[src/rtl/demux_1xn_stream.sv]
// demux_1xn_stream: registered 1-to-N stream demultiplexer with valid/ready flow control.
// Each output channel owns a single-entry holding register, so a stalled consumer only
// blocks beats addressed to its own channel. Supports broadcast to all channels and
// reports (and drops) beats whose select is out of range.
//
// Ports:
//   clk        clock, all state updates on the rising edge
//   rst        synchronous active-high reset
//   in_valid   producer beat valid
//   in_ready   block can accept the presented beat this cycle
//   in_data    producer beat payload
//   in_sel     destination channel index (ignored when in_bcast = 1)
//   in_bcast   send the beat to every channel
//   out_valid  per-channel beat valid, bit k = channel k
//   out_ready  per-channel consumer ready
//   out_data   channel k payload at [k*DATA_W +: DATA_W]
//   sel_err    one-cycle pulse after a beat with in_sel >= N_OUT was dropped
//
// N_OUT must not exceed 2**SEL_W.
module demux_1xn_stream #(
  parameter int unsigned DATA_W = 4,
  parameter int unsigned N_OUT  = 4,
  parameter int unsigned SEL_W  = 2
) (
  input  logic                    clk,
  input  logic                    rst,
  input  logic                    in_valid,
  output logic                    in_ready,
  input  logic [DATA_W-1:0]       in_data,
  input  logic [SEL_W-1:0]        in_sel,
  input  logic                    in_bcast,
  output logic [N_OUT-1:0]        out_valid,
  input  logic [N_OUT-1:0]        out_ready,
  output logic [N_OUT*DATA_W-1:0] out_data,
  output logic                    sel_err
);

  localparam int unsigned NSel = 2 ** SEL_W;
  localparam logic [SEL_W:0] NOutLim = (SEL_W + 1)'(N_OUT);

  logic [N_OUT-1:0]        full_q, full_d;
  logic [N_OUT*DATA_W-1:0] data_q, data_d;
  logic                    sel_err_q, sel_err_d;

  logic [N_OUT-1:0] free;
  logic [NSel-1:0]  free_pad;
  logic [N_OUT-1:0] load;
  logic             sel_ok;
  logic             accept;

  always_comb begin
    // A channel can take a beat if empty or if its current beat leaves this cycle.
    free               = ~full_q | out_ready;
    // Zero-extend so any in_sel value indexes a defined bit.
    free_pad           = '0;
    free_pad[N_OUT-1:0] = free;
    sel_ok             = ({1'b0, in_sel} < NOutLim);

    if (rst) begin
      in_ready = 1'b0;
    end else if (in_bcast) begin
      in_ready = &free;
    end else if (sel_ok) begin
      in_ready = free_pad[in_sel];
    end else begin
      // Out-of-range beats are always swallowed so the producer never deadlocks.
      in_ready = 1'b1;
    end

    accept = in_valid & in_ready;

    for (int k = 0; k < int'(N_OUT); k++) begin
      load[k] = accept & (in_bcast | (sel_ok & (in_sel == SEL_W'(k))));
    end

    // A load wins over a simultaneous drain: the slot stays full with new data.
    full_d = load | (full_q & ~out_ready);

    data_d = data_q;
    for (int k = 0; k < int'(N_OUT); k++) begin
      if (load[k]) begin
        data_d[k*DATA_W +: DATA_W] = in_data;
      end
    end

    sel_err_d = accept & ~in_bcast & ~sel_ok;
  end

  always_ff @(posedge clk) begin
    if (rst) begin
      full_q    <= '0;
      data_q    <= '0;
      sel_err_q <= 1'b0;
    end else begin
      full_q    <= full_d;
      data_q    <= data_d;
      sel_err_q <= sel_err_d;
    end
  end

  assign out_valid = full_q;
  assign out_data  = data_q;
  assign sel_err   = sel_err_q;

endmodule
[config.mk]
export PLATFORM = sky130hd
export DESIGN_NAME = demux_1xn_stream
export DESIGN_NICKNAME = d
export VERILOG_FILES = /design/src/rtl/demux_1xn_stream.sv
export SDC_FILE = /design/constraint.sdc
export NUM_CORES = 1
export LEC_CHECK = 0
export BUFFER_PORTS_ARGS = -buffer_cell sky130_fd_sc_hd__buf_2
export CAP_MARGIN = 40
export CORE_UTILIZATION = 47
export DETAILED_ROUTE_END_ITERATION = 12
export HOLD_SLACK_MARGIN = 0.08
export PLACE_DENSITY_LB_ADDON = 0.3
export SLEW_MARGIN = 20
export SYNTH_ARGS = -nofsm -noshare
export SYNTH_HDL_FRONTEND = slang
export SYNTH_SLANG_ARGS = --single-unit
export TNS_END_PERCENT = 5
[constraint.sdc]
create_clock -name clk -period 1.75 [get_ports clk]
set_input_delay 0.35 -clock clk [delete_from_list [all_inputs] [get_ports clk]]
set_output_delay 0.35 -clock clk [all_outputs]
set_load 0.1 [all_outputs]
==> impl_metrics.yaml <==
logic_synthesis:
  synth_top_area_share: 0.420
  synth_fp_nets: 124
  synth_area_sq_um: 953
  ys_ff_latch: 20
  synth-seq-area-share: 0.420
  synth.area.top_cells: "dfxtp_1 42%, a21oi_1 10%, nand3_1 8.4%"
  ys_warn_count: 0
  yosysTopAreaCell: "dfxtp_1"
  ys_types: 31
  syn_avg_cell_area_sq_um: 8.67
  syn_inst: 110
setup_path:
  cp.arrival_ns: 1.55
  r2r_slack_ns: 0.20
  start_kind: "flop"
  critPathCaptureType: "output pin"
  required_ns: 1.40
  worstPathMaxFanout: 2
  critical_path_class: "flop to output pin"
sta:
  period_share: 1.08
  setup_viol: 1
  period_needed_ns: 1.90
  grt_setup_unrepaired: "yes"
  timing.final.ws_setup_ns: -0.145
  max_freq_mhz: 528
  hold_viol: 0
  maxSlewViolCount: 0
  fin_skew_ns: 0.0106
placement:
  preCtsSetupSlack_ns: 0.0428
  io_buffers: 34
  place_congestion: 0.870
  dpl.hpwl_um: 1650
routing:
  drtIter0Drc: 18
  antenna_left: 0
  firstDrtPassIters: 4
  routedWlPerCell_um: 13.0
  post-route-drc-count: 0
  wirelength_um: 2260
  vias_per_cell: 5.38
  vias: 930
flow_run:
  drv_cap: 0
floorplan:
  num_rows: 15
  ios: 36
  die-area_sq_mm: 0.00221
  start_util: 0.524
  die_y_um: 47.0
  fp.dieW_um: 47.0
  core_sq_mm: 0.00182
clock_tree:
  hold_buffers: 0
  path_clk_slew_ns: 0.12
  cts_tree: "built"
  numCtsBuffers: 3
  cts-root-buf: "clkbuf_4"
  clock_path_buffers: 2
  clock-sinks: 20
  cts_htree_levels: 1
  clock_latency_ns: 0.31
cells_and_area:
  utilization: 0.682
  mostFrequentLayoutCells: "33 x buf_2, 20 x a21oi_1, 16 x nand3_1, 16 x dfxtp_1, 9 x o21ai_1"
  layout.nets: 163
  drive_gt1_frac: 0.405
  diodes: 0
  area_delta_synth_final_pct: 30.3
  layout_commonest_cell: "buf_2"
  fillers: 158
grt:
  grt_antenna_before_repair: 0
  grt_pass1_wl_um: 3660
  track_usage: 0.237
  grt_max_degree: 21
  overflow: 0
  grt_pass1_vias: 815
worst_hold_path:
  hp-class: "primary input to flop"
power_and_ir_drop:
  leakage_uw: 0.000520
  peakVddDrop_v: 0.000603
  power_uw: 1150
  powerDensity_mw_per_mm2: 925
run_status:
  violations: "negative setup slack"
  status: "finished, violations left"
==> cell type report <==
type	count	area, sq um	area share
Clock buffer	4	47.5	0.0383
Multi-Input combinational cell	82	508	0.409
Sequential cell	20	410	0.330
Tap cell	25	31.3	0.0252
Timing Repair Buffer	42	245	0.197
==> critical path: stages, from the launching register on <==
cell,delay [ns]
dfxtp_4,0.35
or2b_4,0.26
o21ba_4,0.24
nor3_4,0.04
and3_4,0.19
buf_12,0.16
==> Yosys cell counts <==
| cell | count |
|---|---|
| o2111ai_1 | 2 |
| o21ai_1 | 9 |
| a21oi_2 | 1 |
| buf_6 | 3 |
| clkbuf_1 | 1 |
| nand2b_1 | 1 |
| and3_1 | 1 |
| nand4b_1 | 1 |
| dlygate4sd3_1 | 1 |
| a21oi_1 | 20 |
| or2b_2 | 2 |
| o21bai_1 | 1 |
| and4b_1 | 1 |
| o21ai_0 | 6 |
| and2b_2 | 1 |
| dfxtp_1 | 20 |
| buf_8 | 1 |
| and4_1 | 1 |
| o21ai_2 | 2 |
| o2111a_1 | 2 |
| or2b_1 | 1 |
| conb_1 | 1 |
| or3_1 | 1 |
| nor3_1 | 1 |
| o21ba_1 | 1 |
| nand2_1 | 3 |
| nor2_1 | 3 |
| buf_4 | 2 |
| nand3_1 | 16 |
| nand4_1 | 1 |
| nor2b_1 | 3 |
==> report_power, final <==
group | internal, uW | switching (uW)
combinational | 78.9 | 256
clock | 175 | 158
sequential | 474 | 8.40
total | 727 | 422
==> stage by stage <==
stage	cell area, sq um	cells	hold slack (ns)	setup TNS [ns]
final	1240	173	0.291	-0.145
after global routing	1240	173	0.289	-0.197
after CTS	1240	173	0.280	-0.132
after detailed placement	1170	169	0.459	0
after global placement	1170	169	0.448	0
after floorplan	973	110	0.498	-0.100
==> repair_timing <==
| item | 4_1_cts | 5_1_grt |
|---|---|---|
| gates resized for setup | 5 | 0 |
| pin swaps | 0 | 1 |
| setup endpoints to repair | 1 | 1 |
| buffers inserted | 0 | 0 |
==> sequential cells by signal (all words and copies together), names as in the netlist <==
signal / cells
out_data: 16
out_valid: 4
==> cells by family (layout without fill, tap and decap cells) <==
group                  count (synthesis)  in the layout  share of synthesized area
AOI/OAI and AO/OA                     44             44                      0.272
buffers and inverters                  8             46                     0.0813
other                                  1              1                    0.00393
and+or+nand+nor                       37             37                      0.223
DFF                                   20             20                      0.420
==> metal layers <==
| layer | GRT usage | up-vias | wire length, um |
|---|---|---|---|
| met2 | 0.392 | 33 | 1090 |
| li1 | - | 480 | - |
| met3 | 0.0346 | 2 | 98 |
| met5 | 0 | - | 0 |
| met4 | 0.0800 | 0 | 18 |
| met1 | 0.316 | 415 | 1050 |
==> path summary, 6_finish.rpt <==
kind                            startpoint                        to  cells past startpoint
setup / recovery   out_valid[1]$_SDFF_PP0_                  in_ready                      5
hold / removal                         rst  out_data[4]$_SDFFE_PP0P_                      2
setup reg to reg   out_valid[1]$_SDFF_PP0_  out_data[7]$_SDFFE_PP0P_                      6
hold reg to reg   out_data[8]$_SDFFE_PP0P_  out_data[8]$_SDFFE_PP0P_                      2
No activity file was read; power rests on OpenSTA's default activity.
